--- src/rtl/qpu_alu_pkg.sv ---
// QPU ALU shared definitions: opcode encodings and helpers.
// Used by the ALU datapath, the decoder and the BJP unit.
package qpu_alu_pkg;

   localparam int QPU_ALU_OPC_W = 4;

   typedef logic [QPU_ALU_OPC_W-1:0] qpu_alu_opc_t;

   localparam qpu_alu_opc_t QPU_ALU_OPC_ADD  = 4'd0;
   localparam qpu_alu_opc_t QPU_ALU_OPC_SUB  = 4'd1;
   localparam qpu_alu_opc_t QPU_ALU_OPC_XOR  = 4'd2;
   localparam qpu_alu_opc_t QPU_ALU_OPC_OR   = 4'd3;
   localparam qpu_alu_opc_t QPU_ALU_OPC_AND  = 4'd4;
   localparam qpu_alu_opc_t QPU_ALU_OPC_SLL  = 4'd5;
   localparam qpu_alu_opc_t QPU_ALU_OPC_SRL  = 4'd6;
   localparam qpu_alu_opc_t QPU_ALU_OPC_SRA  = 4'd7;
   localparam qpu_alu_opc_t QPU_ALU_OPC_SLT  = 4'd8;
   localparam qpu_alu_opc_t QPU_ALU_OPC_SLTU = 4'd9;
   localparam qpu_alu_opc_t QPU_ALU_OPC_EQ   = 4'd10;
   localparam qpu_alu_opc_t QPU_ALU_OPC_NE   = 4'd11;
   localparam qpu_alu_opc_t QPU_ALU_OPC_LT   = 4'd12;
   localparam qpu_alu_opc_t QPU_ALU_OPC_GE   = 4'd13;
   localparam qpu_alu_opc_t QPU_ALU_OPC_LTU  = 4'd14;
   localparam qpu_alu_opc_t QPU_ALU_OPC_GEU  = 4'd15;

   // Compare ops occupy the upper half of the opcode space.
   function automatic logic is_cmp(qpu_alu_opc_t opc);
      return opc[3];
   endfunction

   function automatic logic is_signed_cmp(qpu_alu_opc_t opc);
      return (opc == QPU_ALU_OPC_SLT) ||
             (opc == QPU_ALU_OPC_LT)  ||
             (opc == QPU_ALU_OPC_GE);
   endfunction

endpackage

--- src/rtl/qpu_rr_arbiter.sv ---
// Round-robin arbiter: one-hot grant plus encoded id.
// Priority pointer advances past the winner only on accept.
module qpu_rr_arbiter #(
   parameter int N   = 4,
   parameter int IDW = (N > 1) ? $clog2(N) : 1
) (
   input  logic           clk,
   input  logic           rst,
   input  logic [N-1:0]   req_i,
   input  logic           accept_i,
   output logic [N-1:0]   gnt_o,
   output logic [IDW-1:0] gnt_id_o
);

   logic [IDW-1:0] ptr_q;
   logic [IDW-1:0] ptr_d;

   // Scan from the priority pointer, wrapping, and grant the first request.
   always_comb begin
      int  idx;
      logic found;
      idx      = 0;
      found    = 1'b0;
      gnt_o    = '0;
      gnt_id_o = '0;
      for (int k = 0; k < N; k++) begin
         idx = int'(ptr_q) + k;
         if (idx >= N) idx = idx - N;
         if (!found && req_i[idx]) begin
            found       = 1'b1;
            gnt_o[idx]  = 1'b1;
            gnt_id_o    = IDW'(idx);
         end
      end
   end

   // Next priority sits just after the requestor that was accepted.
   always_comb begin
      int nxt;
      nxt   = int'(gnt_id_o) + 1;
      if (nxt >= N) nxt = 0;
      ptr_d = ptr_q;
      if (accept_i) ptr_d = IDW'(nxt);
   end

   // Pointer register; requestor 0 has top priority out of reset.
   always_ff @(posedge clk) begin
      if (rst) ptr_q <= '0;
      else     ptr_q <= ptr_d;
   end

endmodule

--- src/rtl/qpu_exu_alu_mpath.sv ---
// QPU execute-unit ALU datapath: round-robin front end,
// S1 operand register, inline compute, S2 result register.
module qpu_exu_alu_mpath
   import qpu_alu_pkg::*;
#(
   parameter int XLEN = 32,
   parameter int NREQ = 4,
   parameter int IDW  = (NREQ > 1) ? $clog2(NREQ) : 1
) (
   input  logic                   clk,
   input  logic                   rst,
   input  logic                   flush,
   input  logic [NREQ-1:0]        req_valid,
   output logic [NREQ-1:0]        req_ready,
   input  logic [NREQ*4-1:0]      req_opc,
   input  logic [NREQ*XLEN-1:0]   req_op1,
   input  logic [NREQ*XLEN-1:0]   req_op2,
   output logic                   rsp_valid,
   input  logic                   rsp_ready,
   output logic [IDW-1:0]         rsp_id,
   output logic [XLEN-1:0]        rsp_res,
   output logic                   rsp_cmp
);

   localparam int SHW = $clog2(XLEN);

   logic [NREQ-1:0] gnt;
   logic [IDW-1:0]  gnt_id;
   logic            accept;
   logic            s1_adv;
   logic            s2_adv;

   qpu_alu_opc_t    win_opc;
   logic [XLEN-1:0] win_op1;
   logic [XLEN-1:0] win_op2;

   logic            s1_vld_q, s1_vld_d;
   qpu_alu_opc_t    s1_opc_q, s1_opc_d;
   logic [XLEN-1:0] s1_op1_q, s1_op1_d;
   logic [XLEN-1:0] s1_op2_q, s1_op2_d;
   logic [IDW-1:0]  s1_id_q,  s1_id_d;

   logic            s2_vld_q, s2_vld_d;
   logic [XLEN-1:0] s2_res_q, s2_res_d;
   logic            s2_cmp_q, s2_cmp_d;
   logic [IDW-1:0]  s2_id_q,  s2_id_d;

   logic [XLEN-1:0] alu_res;
   logic            alu_cmp;

   assign s2_adv = ~s2_vld_q | rsp_ready;
   assign s1_adv = s1_vld_q & s2_adv;
   assign accept = (|req_valid) & (~s1_vld_q | s2_adv)
                 & ~flush & ~rst;

   assign req_ready = gnt & {NREQ{accept}};

   qpu_rr_arbiter #(
      .N   (NREQ),
      .IDW (IDW)
   ) u_arb (
      .clk      (clk),
      .rst      (rst),
      .req_i    (req_valid),
      .accept_i (accept),
      .gnt_o    (gnt),
      .gnt_id_o (gnt_id)
   );

   // Select the winning requestor's fields with a one-hot AND-OR mux.
   always_comb begin
      win_opc = '0;
      win_op1 = '0;
      win_op2 = '0;
      for (int i = 0; i < NREQ; i++) begin
         if (gnt[i]) begin
            win_opc = win_opc | req_opc[4*i +: 4];
            win_op1 = win_op1 | req_op1[XLEN*i +: XLEN];
            win_op2 = win_op2 | req_op2[XLEN*i +: XLEN];
         end
      end
   end

   // S1 next state: load on accept, drain on advance, kill on flush.
   always_comb begin
      s1_opc_d = s1_opc_q;
      s1_op1_d = s1_op1_q;
      s1_op2_d = s1_op2_q;
      s1_id_d  = s1_id_q;
      if (accept) begin
         s1_opc_d = win_opc;
         s1_op1_d = win_op1;
         s1_op2_d = win_op2;
         s1_id_d  = gnt_id;
      end
      if (flush)       s1_vld_d = 1'b0;
      else if (accept) s1_vld_d = 1'b1;
      else if (s1_adv) s1_vld_d = 1'b0;
      else             s1_vld_d = s1_vld_q;
   end

   // Compute: one shared XLEN+1 adder serves ADD, SUB and magnitude compares.
   always_comb begin
      logic            sgn;
      logic            do_sub;
      logic [XLEN:0]   add_a;
      logic [XLEN:0]   add_b;
      logic [XLEN:0]   sum;
      logic            lt;
      logic            eq;
      logic [SHW-1:0]  shamt;

      sgn    = is_signed_cmp(s1_opc_q);
      do_sub = (s1_opc_q != QPU_ALU_OPC_ADD);
      add_a  = {sgn & s1_op1_q[XLEN-1], s1_op1_q};
      add_b  = {sgn & s1_op2_q[XLEN-1], s1_op2_q};
      if (do_sub) add_b = ~add_b;
      sum    = add_a + add_b + {{XLEN{1'b0}}, do_sub};
      lt     = sum[XLEN];
      eq     = ~|(s1_op1_q ^ s1_op2_q);
      shamt  = s1_op2_q[SHW-1:0];

      alu_res = '0;
      alu_cmp = 1'b0;
      unique case (s1_opc_q)
         QPU_ALU_OPC_ADD,
         QPU_ALU_OPC_SUB:  alu_res = sum[XLEN-1:0];
         QPU_ALU_OPC_XOR:  alu_res = s1_op1_q ^ s1_op2_q;
         QPU_ALU_OPC_OR:   alu_res = s1_op1_q | s1_op2_q;
         QPU_ALU_OPC_AND:  alu_res = s1_op1_q & s1_op2_q;
         QPU_ALU_OPC_SLL:  alu_res = s1_op1_q << shamt;
         QPU_ALU_OPC_SRL:  alu_res = s1_op1_q >> shamt;
         QPU_ALU_OPC_SRA:  alu_res = $signed(s1_op1_q) >>> shamt;
         QPU_ALU_OPC_SLT,
         QPU_ALU_OPC_SLTU,
         QPU_ALU_OPC_LT,
         QPU_ALU_OPC_LTU:  alu_cmp = lt;
         QPU_ALU_OPC_GE,
         QPU_ALU_OPC_GEU:  alu_cmp = ~lt;
         QPU_ALU_OPC_EQ:   alu_cmp = eq;
         QPU_ALU_OPC_NE:   alu_cmp = ~eq;
         default:          alu_res = '0;
      endcase
      if (is_cmp(s1_opc_q)) alu_res = {{(XLEN-1){1'b0}}, alu_cmp};
   end

   // S2 next state: capture result when S1 advances, drop when consumed.
   always_comb begin
      s2_res_d = s2_res_q;
      s2_cmp_d = s2_cmp_q;
      s2_id_d  = s2_id_q;
      if (s1_adv) begin
         s2_res_d = alu_res;
         s2_cmp_d = alu_cmp;
         s2_id_d  = s1_id_q;
      end
      if (flush)          s2_vld_d = 1'b0;
      else if (s1_adv)    s2_vld_d = 1'b1;
      else if (rsp_ready) s2_vld_d = 1'b0;
      else                s2_vld_d = s2_vld_q;
   end

   // Pipeline registers; reset clears valids and the visible result.
   always_ff @(posedge clk) begin
      if (rst) begin
         s1_vld_q <= 1'b0;
         s1_opc_q <= '0;
         s1_op1_q <= '0;
         s1_op2_q <= '0;
         s1_id_q  <= '0;
         s2_vld_q <= 1'b0;
         s2_res_q <= '0;
         s2_cmp_q <= 1'b0;
         s2_id_q  <= '0;
      end else begin
         s1_vld_q <= s1_vld_d;
         s1_opc_q <= s1_opc_d;
         s1_op1_q <= s1_op1_d;
         s1_op2_q <= s1_op2_d;
         s1_id_q  <= s1_id_d;
         s2_vld_q <= s2_vld_d;
         s2_res_q <= s2_res_d;
         s2_cmp_q <= s2_cmp_d;
         s2_id_q  <= s2_id_d;
      end
   end

   assign rsp_valid = s2_vld_q;
   assign rsp_res   = s2_res_q;
   assign rsp_cmp   = s2_cmp_q;
   assign rsp_id    = s2_id_q;

endmodule

--- config.mk ---
export PLATFORM = sky130hd
export DESIGN_NAME = qpu_exu_alu_mpath
export DESIGN_NICKNAME = d
export VERILOG_FILES = /design/src/rtl/qpu_alu_pkg.sv /design/src/rtl/qpu_rr_arbiter.sv /design/src/rtl/qpu_exu_alu_mpath.sv
export SDC_FILE = /design/constraint.sdc
export NUM_CORES = 1
export LEC_CHECK = 0
export ABC_AREA = 1
export BUFFER_PORTS_ARGS = -buffer_cell sky130_fd_sc_hd__buf_2
export CAP_MARGIN = 0
export CORE_MARGIN = 8
export CORE_UTILIZATION = 30
export DETAILED_ROUTE_END_ITERATION = 8
export SYNTH_ARGS = -nofsm -noshare
export SYNTH_HDL_FRONTEND = slang
export SYNTH_HIERARCHICAL = 1
export SYNTH_SLANG_ARGS = --single-unit
export TNS_END_PERCENT = 10
--- constraint.sdc ---
create_clock -name clk -period 2.8 [get_ports clk]
set_input_delay 0.56 -clock clk [delete_from_list [all_inputs] [get_ports clk]]
set_output_delay 0.56 -clock clk [all_outputs]
set_load 0.005 [all_outputs]
==> qor.txt <==
Hold Path Depth: 2
DRC errors left: 0
vias in the first global route: 17900
largest net degree at the start of global routing: 72
ys async rst share: 0
Max-Cap Viols: 0
TNS Setup: 0 ps
detailed placer's ending HPWL: 66900 um
crit-path most repeated cell: nand3_1
reg2reg end: rsp_res[17]
peak fanout along the critical path: 6
Port Buffers: 319
Die H: 230 um
Power Dens Cells: 531 nW/um^2
first-pass GRT wire length: 118000 um
final hold violation count: 0
initial core utilization: 0.303
skew final: 7.30 ps
Setup-failing EPs final: 0
Seq pwr share: 0.177
EDFF count, synth: 0
initial antenna violation count: 3
GRT Total Usage: 0.299
Min-Delay Startpoint: rsp_res[15]
slew at the pin closest to its max-slew limit: 774 ps
main flop type after synthesis: dfxtp_1
clock power share: 0.130
HP Class: reg2reg
Pint: 5.21 mW
Skew-Pair Late Insertion Delay: 390 ps
placed inst area: 17800 sq um
R2R Setup Slk: 2 ps
worst stage delay on the critical path: 420 ps
switching pwr: 5.09 mW
Mean Syn Cell Area: 5.83 sq um
IO Pins: 320
vias after detailed routing: 18800
via/cell ratio: 5.40
Tcrit/Tclk final: 0.999
post-synth cell types: 52
Worst Setup SP: s1_opc_q[2]
Slew Limit Fails: 0
row cnt: 78
critical path, cell by cell: nor2_4 > nand2_4 > buf_12 > xor2_1 > ha_1 > nand2_2 > nor2_4 > nand3_1 > buf_4 > or3_4 > nand3_2 > nand2_1 > nand3_1 > nand3_1 > nand2_1 > a21oi_1
Routed WL: 83700 um
sw frac: 0.494
worst relative slew slack: 0.484
syn nets: 2744
minimum clock period: 2800 ps
Placer Congestion: 1.03
commonest non-fill, non-tap cells in the layout: nand2_1, buf_2, buf_4, nand3_1, inv_1
drt initial violations: 1841
TritonCTS Buffers: 9
hold path endpoint: rsp_res[15]
Worst R2R Path Depth: 16
Max Buffers Root-to-Sink: 2
crit path DAT: 3050 ps
Post-Syn Instances: 2351
grt ovf: 0
r2r startpoint: s1_opc_q[2]
Reg clk slew, reported paths: 80 ps
Max stage delay cell, worst path: ha_1
#FFs+latches synth: 109
share of layout cells above drive strength 1: 0.312
combinational cell fraction of total power: 0.693
status: complete, no violations
Clock Root Buffer: clkbuf_16
Pleak: 9.37 nW
worst endpoint required time: 3050 ps
hold buffer count at CTS: 0
P&R area growth vs syn: 41.4%
Seq/Total Area, Yosys: 0.159
commonest non-fill, non-tap cell in the layout: nand2_1
Die Width: 230 um
Critical Path Source Type: flop
TritonCTS clock tree: yes
CP endpoint kind: flop
Highest Clock Rate: 357 MHz
worst vdd ir: 0.379 mV
drt first pass iters: 8
per-cell routed wire length: 24.1 um
core area: 45300 sq um
post-route design area: 19400 sq um
DIE AREA: 52800 sq um
Mapped Area: 13700 sq um
RSZ-0062 raised after global routing: true
nets@finish: 3262
H-Tree Depth: 3
Ys Warns: 6
clock sinks: 109
Final ANT Viol Nets: 0
Setup CP Type: reg2reg
## how the worst max path moves through the flow
stage	endpoint	slack, ps
after floorplan	req_ready[2]	-2
after global routing	rsp_res[21]	-120
after global placement	rsp_res[12]	-180
after detailed placement	rsp_res[12]	-160
after CTS	rsp_res[17]	-30
final	rsp_res[17]	2
## final cells by class
type,instances,area (sq um)
Fill cell,4980,25900
Multi-Input combinational cell,1917,11000
Timing Repair Buffer,646,4420
Sequential cell,109,2190
Tap cell,600,751
Inverter,186,706
Clock buffer,9,225
Clock inverter,7,61.3
Antenna cell,1,2.50
## power groups by stage
stage	logic, mW	clock network [mW]	registers, mW
6_report	7.14	1.33	1.83
4_1_cts	6.33	1.36	1.81
3_5_place_dp	5.84	0	1.84
3_3_place_gp	5.86	0	1.84
5_1_grt	7.67	1.42	1.83
2_1_floorplan	3.14	0	1.80
## cells by family after synthesis
kind of cell | after synthesis | share of synthesized area
adder cells (fa/ha/maj) | 113 | 0.104
buffers and inverters | 325 | 0.0981
XOR/XNOR | 32 | 0.0205
AO/OA/AOI/OAI | 500 | 0.226
flip-flops | 109 | 0.159
AND/OR/NAND/NOR | 1266 | 0.388
multiplexers | 6 | 0.00438
## cell usage after synthesis, drive strengths merged, types with 8 or more instances
cell type,count,area [sq um]
a221oi,8,70.1
xor2,32,280
nand2,804,3060
a21oi,123,623
o21a,13,97.6
a211oi,144,1080
nor3,14,91.3
o21ai,149,746
ha,112,1400
nand3,262,1320
o211ai,39,293
inv,183,687
buf,63,360
or2,15,93.8
nand4,12,75.1
clkbuf,76,285
nor2,148,598
dfxtp,109,2180
## metal layers
layer / vias to the layer above / track usage / routed length, um
met5: - / 0 / 13
met4: 2 / 0.139 / 4550
met3: 167 / 0.0521 / 6460
met2: 975 / 0.469 / 36900
met1: 8679 / 0.394 / 35800
li1: 8935 / - / -
## through the flow
| step | hold slack [ps] | utilization | setup WS (ps) | instances | total power, mW |
|---|---|---|---|---|---|
| after floorplan | 440 | - | -1.66 | 2351 | 4.94 |
| after global placement | 452 | 0.392 | -179 | 3425 | 7.70 |
| after detailed placement | 452 | 0.392 | -163 | 3425 | 7.69 |
| after CTS | 458 | 0.407 | -29.9 | 3458 | 9.50 |
| after global routing | 480 | 0.428 | -117 | 3474 | 10.9 |
| final | 465 | 0.428 | 2.35 | 3475 | 10.3 |
## flip-flops by register name, summed over array words and instances, names as in the netlist
name	count
s1_vld_q	1
rsp_valid	1
rsp_res	32
s1_id_q	2
s1_op2_q	32
u_arb/ptr_q	2
s1_op1_q	32
rsp_id	2
s1_opc_q	4
rsp_cmp	1
## worst max-delay path, delay by kind of cell, from the launching register on
family	cells	cell delay, ps
adder cells (fa/ha/maj)	1	420
AO/OA/AOI/OAI	1	60
flip-flops	1	340
buffers and inverters	2	320
XOR/XNOR	1	160
AND/OR/NAND/NOR	11	1380
## repair_timing
action,in CTS,in global routing
gates resized for setup,34,198
setup endpoints to repair,24,83
cloned,6,5
buffers inserted,11,11
pin swaps,12,68
No activity file was read; power rests on OpenSTA's default activity.
